`src/rtl/gcm_pkg.sv`:
```
// gcm_pkg: shared types, constants and helpers for the GCM receive/verify path.
//   block_t      128-bit GCM block, MSB-first (vector bit 127 = GCM bit 0)
//   GCM_R        GF(2^128) reduction constant 0xE1 || 0^120
//   state_t      verify FSM states
//   len_block    packs len(A) || len(C) into the final GHASH block
//   blk_count    bit length -> number of 128-bit blocks (ceil)
//   last_mask    keep-mask for a trailing partial block
package gcm_pkg;

  typedef logic [127:0] block_t;

  localparam block_t GCM_R = {8'hE1, 120'd0};

  typedef enum logic [2:0] {
    ST_IDLE,
    ST_AAD,
    ST_CT,
    ST_LEN,
    ST_MUL,
    ST_DONE
  } state_t;

  function automatic block_t len_block(input logic [63:0] aad_bits,
                                       input logic [63:0] ct_bits);
    return {aad_bits, ct_bits};
  endfunction

  // Sizes beyond 2^32 blocks are out of range, so the count is truncated.
  function automatic logic [31:0] blk_count(input logic [63:0] size_bits);
    return 32'((size_bits >> 7) + 64'(|size_bits[6:0]));
  endfunction

  // rem = valid bits in the last block; 0 means the block is full.
  function automatic block_t last_mask(input logic [6:0] rem);
    block_t ones;
    ones = '1;
    return (rem == 7'd0) ? ones : ~(ones >> rem);
  endfunction

endpackage

```
`src/rtl/gf128_mul_digit.sv`:
```
// gf128_mul_digit: digit-serial GF(2^128) multiplier, GCM bit order.
// Processes DIGIT bits of X per cycle, N = 128/DIGIT cycles per product.
// Ports:
//   clk, rst    clock, async active-high reset
//   i_clear     zero the accumulator (start of a new message)
//   i_start     load X and H, begin a product (accumulator restarts at 0)
//   i_x, i_h    operands, MSB = GCM bit 0
//   o_z         accumulator; holds X*H once o_busy is low
//   o_busy      product in progress
//   o_done      high in the cycle whose rising edge completes the product
module gf128_mul_digit
  import gcm_pkg::*;
#(
  parameter int DIGIT = 8
) (
  input  logic   clk,
  input  logic   rst,
  input  logic   i_clear,
  input  logic   i_start,
  input  block_t i_x,
  input  block_t i_h,
  output block_t o_z,
  output logic   o_busy,
  output logic   o_done
);

  localparam int N  = 128 / DIGIT;
  localparam int CW = $clog2(N + 1);

  block_t        r_x;
  block_t        r_z;
  block_t        r_v;
  logic [CW-1:0] r_cnt;
  logic          r_busy;

  block_t w_z_nxt;
  block_t w_v_nxt;

  // Top DIGIT bits of r_x are the next GCM bits to consume; V is H shifted
  // right (GCM order) once per consumed bit, folding in R on carry-out.
  always_comb begin
    w_z_nxt = r_z;
    w_v_nxt = r_v;
    for (int d = 0; d < DIGIT; d++) begin
      if (r_x[127-d]) w_z_nxt = w_z_nxt ^ w_v_nxt;
      w_v_nxt = (w_v_nxt >> 1) ^ (w_v_nxt[0] ? GCM_R : '0);
    end
  end

  always_ff @(posedge clk or posedge rst) begin
    if (rst) begin
      r_x    <= '0;
      r_z    <= '0;
      r_v    <= '0;
      r_cnt  <= '0;
      r_busy <= 1'b0;
    end else if (i_clear) begin
      r_z    <= '0;
      r_cnt  <= '0;
      r_busy <= 1'b0;
    end else if (i_start) begin
      r_x    <= i_x;
      r_v    <= i_h;
      r_z    <= '0;
      r_cnt  <= CW'(N);
      r_busy <= 1'b1;
    end else if (r_busy) begin
      r_x   <= r_x << DIGIT;
      r_z   <= w_z_nxt;
      r_v   <= w_v_nxt;
      r_cnt <= r_cnt - 1'b1;
      if (r_cnt == CW'(1)) r_busy <= 1'b0;
    end
  end

  assign o_z    = r_z;
  assign o_busy = r_busy;
  assign o_done = r_busy && (r_cnt == CW'(1));

endmodule

```
`src/rtl/gcm_tag_verify.sv`:
```
// gcm_tag_verify: GCM receive back end. Decrypts ciphertext with supplied
// keystream blocks, runs GHASH over AAD || C || len, and checks the tag.
// All 128/64-bit vectors are MSB-first: vector MSB = GCM bit 0.
// Ports:
//   clk, rst                      clock, async active-high reset
//   i_start                       message start (IDLE only)
//   i_h, i_encrypted_j0, i_tag    H, E(K,J0), received tag (captured at start)
//   i_aad_size, i_cipher_text_size  lengths in bits (captured at start)
//   i_blk_valid / o_blk_ready     block handshake; i_blk, i_keystream data
//   o_plain_text, o_pt_valid      recovered plaintext, one-cycle strobe
//   o_busy, o_done, o_auth_ok     status; o_auth_ok valid from o_done
//
// state   | meaning
// IDLE    | waiting for i_start
// AAD     | accepting AAD blocks, one per multiply
// CT      | accepting ciphertext blocks, emitting plaintext
// LEN     | launch the length-block multiply
// MUL     | waiting for the length-block multiply
// DONE    | compare S with tag, strobe o_done
module gcm_tag_verify
  import gcm_pkg::*;
#(
  parameter int DIGIT    = 8,
  parameter int TAG_BITS = 128
) (
  input  logic          clk,
  input  logic          rst,
  input  logic          i_start,
  input  logic [127:0]  i_h,
  input  logic [127:0]  i_encrypted_j0,
  input  logic [127:0]  i_tag,
  input  logic [63:0]   i_aad_size,
  input  logic [63:0]   i_cipher_text_size,
  input  logic          i_blk_valid,
  output logic          o_blk_ready,
  input  logic [127:0]  i_blk,
  input  logic [127:0]  i_keystream,
  output logic [127:0]  o_plain_text,
  output logic          o_pt_valid,
  output logic          o_busy,
  output logic          o_done,
  output logic          o_auth_ok
);

  state_t      r_state;
  state_t      w_state_nxt;
  block_t      r_h;
  block_t      r_ej0;
  block_t      r_tag;
  logic [63:0] r_aad_sz;
  logic [63:0] r_ct_sz;
  logic [31:0] r_blk_left;
  block_t      r_pt;
  logic        r_pt_valid;
  logic        r_done;
  logic        r_auth_ok;

  block_t      w_y;
  block_t      w_mul_x;
  logic        w_mul_start;
  logic        w_mul_clear;
  logic        w_mul_busy;
  logic        w_mul_done;
  logic        w_accept;
  logic        w_start;
  logic [31:0] w_in_a;
  logic [31:0] w_in_c;
  logic [31:0] w_reg_c;
  logic [6:0]  w_rem;
  block_t      w_blk_mask;
  block_t      w_s;
  logic        w_tag_match;

  assign w_start  = (r_state == ST_IDLE) && i_start;
  assign w_in_a   = blk_count(i_aad_size);
  assign w_in_c   = blk_count(i_cipher_text_size);
  assign w_reg_c  = blk_count(r_ct_sz);

  // r_blk_left counts down blocks of the current phase; at 1 the offered
  // block is the last one and may be partial.
  assign w_rem      = (r_state == ST_AAD) ? r_aad_sz[6:0] : r_ct_sz[6:0];
  assign w_blk_mask = (r_blk_left == 32'd1) ? last_mask(w_rem) : '1;

  assign o_blk_ready = ((r_state == ST_AAD) || (r_state == ST_CT)) &&
                       !w_mul_busy && (r_blk_left != 32'd0);
  assign w_accept    = i_blk_valid && o_blk_ready;

  // Y is the multiplier accumulator itself; it is cleared at message start.
  assign w_mul_clear = w_start;
  assign w_mul_start = w_accept || (r_state == ST_LEN);
  assign w_mul_x     = w_y ^ ((r_state == ST_LEN) ? len_block(r_aad_sz, r_ct_sz)
                                                  : (i_blk & w_blk_mask));

  assign w_s         = w_y ^ r_ej0;
  assign w_tag_match = (((w_s ^ r_tag) >> (128 - TAG_BITS)) == '0);

  gf128_mul_digit #(.DIGIT(DIGIT)) u_mul (
    .clk     (clk),
    .rst     (rst),
    .i_clear (w_mul_clear),
    .i_start (w_mul_start),
    .i_x     (w_mul_x),
    .i_h     (r_h),
    .o_z     (w_y),
    .o_busy  (w_mul_busy),
    .o_done  (w_mul_done)
  );

  // Phase changes happen on the edge that completes the last multiply, so
  // the next phase's first block (or the length multiply) follows at once.
  always_comb begin
    w_state_nxt = r_state;
    case (r_state)
      ST_IDLE: if (i_start) w_state_nxt = (w_in_a != 32'd0) ? ST_AAD :
                                          (w_in_c != 32'd0) ? ST_CT : ST_LEN;
      ST_AAD:  if (w_mul_done && (r_blk_left == 32'd0))
                 w_state_nxt = (w_reg_c != 32'd0) ? ST_CT : ST_LEN;
      ST_CT:   if (w_mul_done && (r_blk_left == 32'd0)) w_state_nxt = ST_LEN;
      ST_LEN:  w_state_nxt = ST_MUL;
      ST_MUL:  if (w_mul_done) w_state_nxt = ST_DONE;
      ST_DONE: w_state_nxt = ST_IDLE;
      default: w_state_nxt = ST_IDLE;
    endcase
  end

  always_ff @(posedge clk or posedge rst) begin
    if (rst) begin
      r_state    <= ST_IDLE;
      r_h        <= '0;
      r_ej0      <= '0;
      r_tag      <= '0;
      r_aad_sz   <= '0;
      r_ct_sz    <= '0;
      r_blk_left <= '0;
      r_pt       <= '0;
      r_pt_valid <= 1'b0;
      r_done     <= 1'b0;
      r_auth_ok  <= 1'b0;
    end else begin
      r_state    <= w_state_nxt;
      r_pt_valid <= 1'b0;
      r_done     <= 1'b0;
      if (w_start) begin
        r_h        <= i_h;
        r_ej0      <= i_encrypted_j0;
        r_tag      <= i_tag;
        r_aad_sz   <= i_aad_size;
        r_ct_sz    <= i_cipher_text_size;
        r_blk_left <= (w_in_a != 32'd0) ? w_in_a : w_in_c;
        r_auth_ok  <= 1'b0;
      end
      if (w_accept) begin
        r_blk_left <= r_blk_left - 32'd1;
        if (r_state == ST_CT) begin
          r_pt       <= (i_blk ^ i_keystream) & w_blk_mask;
          r_pt_valid <= 1'b1;
        end
      end
      if ((r_state == ST_AAD) && (w_state_nxt == ST_CT)) r_blk_left <= w_reg_c;
      if (r_state == ST_DONE) begin
        r_done    <= 1'b1;
        r_auth_ok <= w_tag_match;
      end
    end
  end

  assign o_plain_text = r_pt;
  assign o_pt_valid   = r_pt_valid;
  assign o_busy       = (r_state != ST_IDLE);
  assign o_done       = r_done;
  assign o_auth_ok    = r_auth_ok;

endmodule

```
`config.mk`:
```
export PLATFORM = sky130hd
export DESIGN_NAME = gcm_tag_verify
export DESIGN_NICKNAME = d
export VERILOG_FILES = /design/src/rtl/gcm_pkg.sv /design/src/rtl/gf128_mul_digit.sv /design/src/rtl/gcm_tag_verify.sv
export SDC_FILE = /design/constraint.sdc
export NUM_CORES = 2
export LEC_CHECK = 0
export CORE_ASPECT_RATIO = 0.75
export CORE_UTILIZATION = 45
export CTS_CLUSTER_DIAMETER = 30
export DETAILED_ROUTE_END_ITERATION = 8
export PLACE_DENSITY = 0.68
export SLEW_MARGIN = 0
export SYNTH_ARGS = -nofsm -noshare
export SYNTH_HDL_FRONTEND = slang
export SYNTH_SLANG_ARGS = --single-unit
export TNS_END_PERCENT = 5
```
`constraint.sdc`:
```
create_clock -name clk -period 41.8 [get_ports clk]
set_input_delay 8.36 -clock clk [delete_from_list [all_inputs] [get_ports clk]]
set_output_delay 8.36 -clock clk [all_outputs]
set_load 0.01 [all_outputs]
```
**Yosys cells after proc, flatten, opt, wreduce, memory -nomap -nowiden**

Index checks and enable logic that the tools add are counted.
W data, S select, Z words.

- Register bits after elaboration: 1,068
- Input port bits: 772
- Logic and storage cells: 133
- Output and inout port bits: 133

- Reduce and logical (&&, ||, !) cells: 28
- Equal/unequal tests: 8
- Muxes and demuxes: 51
- $add $sub $neg: 5
- Shift operators: 1
- Bitwise logic cells: 24

Operator list:

| cell | number |
|---|---|
| $mux W128 | 26 |
| $xor A128 B128 Y128 | 12 |
| $xor A127 B128 Y128 | 8 |
| $and A128 B128 Y128 | 2 |
| $logic_not A128 Y1 | 1 |
| $mux W32 | 4 |
| $not A128 Y128 | 1 |
| $reduce_bool A32 Y1 | 4 |
| $shr A128 B7 Y128 const A | 1 |
| $add A32 B1 Y32 | 3 |
| $eq A32 B1 Y1 const B | 1 |
| $logic_not A32 Y1 | 1 |
| $sub A32 B1 Y32 const B | 1 |
| $reduce_or A7 Y1 | 3 |
| $mux W5 | 3 |
| $pmux W3 S5 | 1 |
| $mux W3 | 4 |
| $mux W1 | 11 |
| $eq A3 B2 Y1 const B | 3 |
| $reduce_bool A3 Y1 | 3 |
| $logic_and A1 B1 Y1 | 7 |
| $logic_not A7 Y1 | 1 |
| $mux W7 | 1 |
| $eq A3 B3 Y1 const B | 2 |
| other kinds (10) | 13 |

**Logic depth before layout (Yosys ltp)**

- Depth in word-level cells: 19
- Depth in mapped cells: 15
- Mapped depth without buffers: 13

**Hierarchy**

A second synthesis with hierarchy kept.

- Cell total of the unflattened synthesis: 8,551
- Area total of the unflattened synthesis: 67,870.1 µm²

By module, submodules not included:

| module | times used | cells an instance | area an instance (µm²) | sequential area each (µm²) |
|---|---|---|---|---|
| gcm_tag_verify | 1 | 4,654 | 37,330.8 | 16,966.3 |
| gf128_mul_digit | 1 | 3,897 | 30,539.3 | 9,759.4 |

**Least setup slack after synthesis**

No wires, ideal clock.

- Kind: in2reg
- From: input port i_aad_size[3]
- To: register r_blk_left[21]
- Setup time: 0.129 ns
- Slack: 30.406 ns
- Buffers on the path: 1
- Required time: 41.671 ns
- Arrival: 11.264 ns
- Stages: 14
- Cells stage by stage: nor4_1 -> nand2_1 -> ha_1 -> ha_1 -> or4bb_1 -> o22ai_1 -> and4_1 -> nand4b_1 -> nor4b_1 -> nand3_1 -> or2_2 -> buf_2 -> o31ai_1 -> o22ai_1

- Cells in the longest elaborated chain, start to end: 9
- Elaborated cells on any way between the ends: 13
- Classes of those cells: add/sub (1); eq/ne (1); mux (7); reduce/logical (4)

RTL lines:

| item | line | text |
|---|---|---|
| start: declaration | gcm_tag_verify.sv:32 | `input logic [63:0] i_aad_size,` |
| $reduce_or A7 Y1 (*) | gcm_pkg.sv:30 | `return 32'((size_bits >> 7) + 64'(\|size_bits[6:0]));` |
| $add A32 B1 Y32 (*) | gcm_pkg.sv:30 |  |
| $reduce_bool A32 Y1 | gcm_tag_verify.sv:114, gcm_tag_verify.sv:149 |  |
| $mux W2 | gcm_tag_verify.sv:114 | `ST_IDLE: if (i_start) w_state_nxt = (w_in_a != 32'd0) ? ST_AAD :` |
| $mux W3 | gcm_tag_verify.sv:114 |  |
| $pmux W3 S5 | gcm_tag_verify.sv:113 | `case (r_state)` |
| $eq A3 B2 Y1 | gcm_tag_verify.sv:159 | `if ((r_state == ST_AAD) && (w_state_nxt == ST_CT)) r_blk_left <= w_reg_c;` |
| $logic_and A1 B1 Y1 | gcm_tag_verify.sv:159 |  |
| $reduce_bool A3 Y1 (no line) or $mux W32 (tied branches) | -- |  |
| end signal: assignment | gcm_tag_verify.sv:149 | `r_blk_left <= (w_in_a != 32'd0) ? w_in_a : w_in_c;` |
| end signal: assignment | gcm_tag_verify.sv:153 | `r_blk_left <= r_blk_left - 32'd1;` |
| end signal: assignment | gcm_tag_verify.sv:159 |  |
| end: declaration | gcm_tag_verify.sv:52 | `logic [31:0] r_blk_left;` |

Mark *: on every way between the ends. The rest lies on a longest branch, timed or not. The select of a mux whose other input is x is not followed.
A chain may end at the register's enable or synchronous reset.

**Final worst setup path**

- From: input port i_aad_size[3]
- To: register r_blk_left[29]

Same word-level chain as after synthesis.

==> reports/metrics.cfg <==
[finish]
n_fill_cell = 13440
fin_area_um2 = 84800
drive_above_1_share_pct = 5.78
area_growth_pct = 26.3
nets = 10011

[worst_setup_path]
worstSetupEndpointType = flop
timing.rr.start = r_blk_left[23]$_DFFE_PP0P_
slowest_delay_ps = 540
rrSetupSlack_ps = 36520
crit_path_start_kind = primary input
critPathArrivalTime_ps = 13110
required_ps = 42550
path_class = in -> reg
worstPathMaxFanout = 21
startpoint = i_aad_size[3]
rr_worst_depth = 9
r2r_end = u_mul.o_z[66]$_DFFE_PP0P_
cpMostUsedCell = ha_1
slowest_stage = nand3_1
crit_chain = clkdlybuf4s50_1 > nor4_1 > nand2_1 > ha_1 > ha_1 > or4bb_1 > o22ai_1 > and4_1 > nand4b_1 > nor4b_1 > nand3_1 > nor2_2 > buf_4 > a211oi_1 > a311oi_1

[route]
drc = 0
vias_per_cell = 5.81
wl_per_cell_um = 27.2
firstDrtPassIters = 7
drtIter0Drc = 9268
wirelength_um = 311000
antenna_left = 0
vias = 66388

[placement]
dpl_cell_area_um2 = 77000
gp_congestion = 1.10
port_buffers = 904
dpl.hpwl_um = 231000

[die]
rows = 122
die_h_um = 337
dieWidth_um = 448
coreArea_um2 = 148000
start_util_pct = 45.4
pin_count = 905
die_area_um2 = 151000

[pwr]
p_leak_nw = 37.0
p_int_mw = 4.31
power.switching_mw = 3.24
seq_power_share_pct = 26.5
swShare_pct = 42.9
p_per_area_nw_per_um2 = 89.1
pwr-share-comb_pct = 49.3
vdd_drop_max_v = 0.0000665
pwr-share-clk_pct = 24.2

[logic_synthesis]
syn_area_um2 = 67200
post-synth-top-count-cell = nand2_1
ys_warn_count = 0
syn_avg_cell_area_um2 = 7.76
netlist_instances = 8659
synth_edf_count = 0
synth_top_area_share_pct = 39.8
synth_fp_nets = 9442
synthTopCellsByArea = dfrtp_1 (40%), nand2_1 (19%), xnor2_1 (14%)
ys.flop_type = dfrtp_1
synth_cell_types = 81
seq_area_frac_synth_pct = 39.8
async_flop_share_pct = 100
synth_seq_cells = 1068
ys_top_cells_by_count = nand2_1 (3446), xnor2_1 (1087), dfrtp_1 (1068)
synth_top_area_cell = dfrtp_1

[clocking]
htreeDepth = 4
cts_sinks = 1068
cts_setup_buffers = 0
insertion_delay_ps = 870
cts_buffer_depth = 3
path_clk_slew_ps = 50
ctsHoldBuffers = 0
post_cts_resized = 0
cts_root_buf = clkbuf_16
cts_tree = built
cts_buffers = 222

[grt]
grt_max_degree = 201
overflow = 0
grt_pass1_wl_um = 437000
grt_usage_pct = 40.2
antenna_found_initial = 35
grt_pass1_vias = 61356

[hold_path]
holdPathEnd = o_plain_text[62]$_DFFE_PP0P_
hold_class = reg -> reg
hold_depth = 2
hold_start = o_plain_text[62]$_DFFE_PP0P_

[sta]
setup_violations = 0
tightest_slew_ps = 1520
finalMaxSlewViolations = 5
period_share_pct = 29.6
hold_viol_final = 0
tns_ps = 0
fin_skew_ps = 35.9
maxSlewHeadroom_pct = -1.74
rsz0062_at_grt = no
fin_crit_ps = 12360
fmax_mhz = 80.9

[status]
violations = capacitance limit, slew limit
status = finished with violations

[flow_run]
cap_viol_max_count = 1

## metal layers
| metal | GRT usage (%) | wire length, um |
|---|---|---|
| met1 | 55.1 | 126000 |
| met2 | 55.9 | 128000 |
| met3 | 12.7 | 37800 |
| met4 | 21.7 | 18800 |
| met5 | 0 | 90 |
## state kept, by name, indices dropped and copies added, names as in the netlist, 5 cells and up
register and count:
u_mul.r_cnt 5, u_mul.r_v 128, o_plain_text 128, r_ej0 128, r_tag 128, r_h 128
r_ct_sz 64, r_blk_left 32, u_mul.o_z 128, r_aad_sz 64, u_mul.r_x 128
## worst max-delay path, delay by kind of cell
kind	cells	cell delay (ps)
buf+inv	2	790
simple gates	8	2700
fa+ha+maj	2	690
compound gates	3	590
## power by group through the flow
| stage | clock network (mW) | logic, mW | registers, mW |
|---|---|---|---|
| after CTS | 1.83 | 3.70 | 1.97 |
| after floorplan | 0 | 3.09 | 1.54 |
| final | 1.83 | 3.72 | 2.01 |
| after global placement | 0 | 3.57 | 1.97 |
| after detailed placement | 0 | 3.68 | 1.98 |
| after global routing | 1.89 | 4.07 | 2.01 |
## kinds of logic after synthesis
family	after synthesis	synth area share [%]
simple gates	4159	24.6
xor+xnor	1592	20.8
compound gates	1152	10.4
flops	1068	39.8
buf+inv	653	3.85
mux	24	0.373
fa+ha+maj	11	0.205
## worst max path at each step
stage / end / slack (ps) / cells past startpoint
detailed placement: r_blk_left[29]$_DFFE_PP0P_ / 28870 / 15
global placement: r_blk_left[29]$_DFFE_PP0P_ / 28980 / 15
CTS: o_blk_ready / 29540 / 5
finish: r_blk_left[29]$_DFFE_PP0P_ / 29440 / 15
global route: o_blk_ready / 29360 / 5
floorplan: o_auth_ok$_DFFE_PP0P_ / 3380 / 1
## per-stage QoR
stage	instances	hold slack (ps)	util, %	worst slack, ps	power [mW]
floorplan	8659	438	-	3380	4.63
global placement	10988	453	52.1	28980	5.55
detailed placement	10988	458	52.1	28870	5.66
CTS	11405	470	57.3	29540	7.50
global route	11428	480	57.4	29360	7.96
finish	11433	469	57.4	29440	7.56
## final cells by class
cell class	instances	area [um^2]	share of cell area, %
repair buffers	983	9690	11.4
inverters	15	63.8	0.0752
clock inverters	156	1800	2.12
clock buffers	261	5980	7.06
multi-input cells	6938	38000	44.8
well taps	1984	2480	2.93
flip-flops and latches	1068	26800	31.5
diodes	28	70.1	0.0826
## cells in the final DEF (no fill, tap or decap), types with 24 or more instances in the layout
cell type | synthesis | layout
diode_2 | 0 | 28
a211oi_1 | 31 | 31
nor4_1 | 49 | 49
clkinvlp_4 | 0 | 25
a31oi_1 | 149 | 149
xnor2_1 | 1087 | 1087
o21ai_0 | 331 | 328
buf_4 | 5 | 75
o31ai_1 | 91 | 91
clkdlybuf4s50_1 | 0 | 904
clkinv_4 | 0 | 28
nand4_1 | 45 | 45
nand3_1 | 146 | 145
a21oi_1 | 221 | 221
and3_1 | 27 | 27
dfrtp_1 | 1068 | 1060
clkinv_2 | 0 | 34
xor2_1 | 505 | 505
nand2_1 | 3446 | 3444
nor3_1 | 51 | 51
o21ai_1 | 83 | 84
clkbuf_16 | 0 | 224
clkbuf_8 | 0 | 24
o211ai_1 | 78 | 78
inv_6 | 0 | 37
o22ai_1 | 60 | 60
nor2_1 | 297 | 293
(Power assumes the default switching activity.)
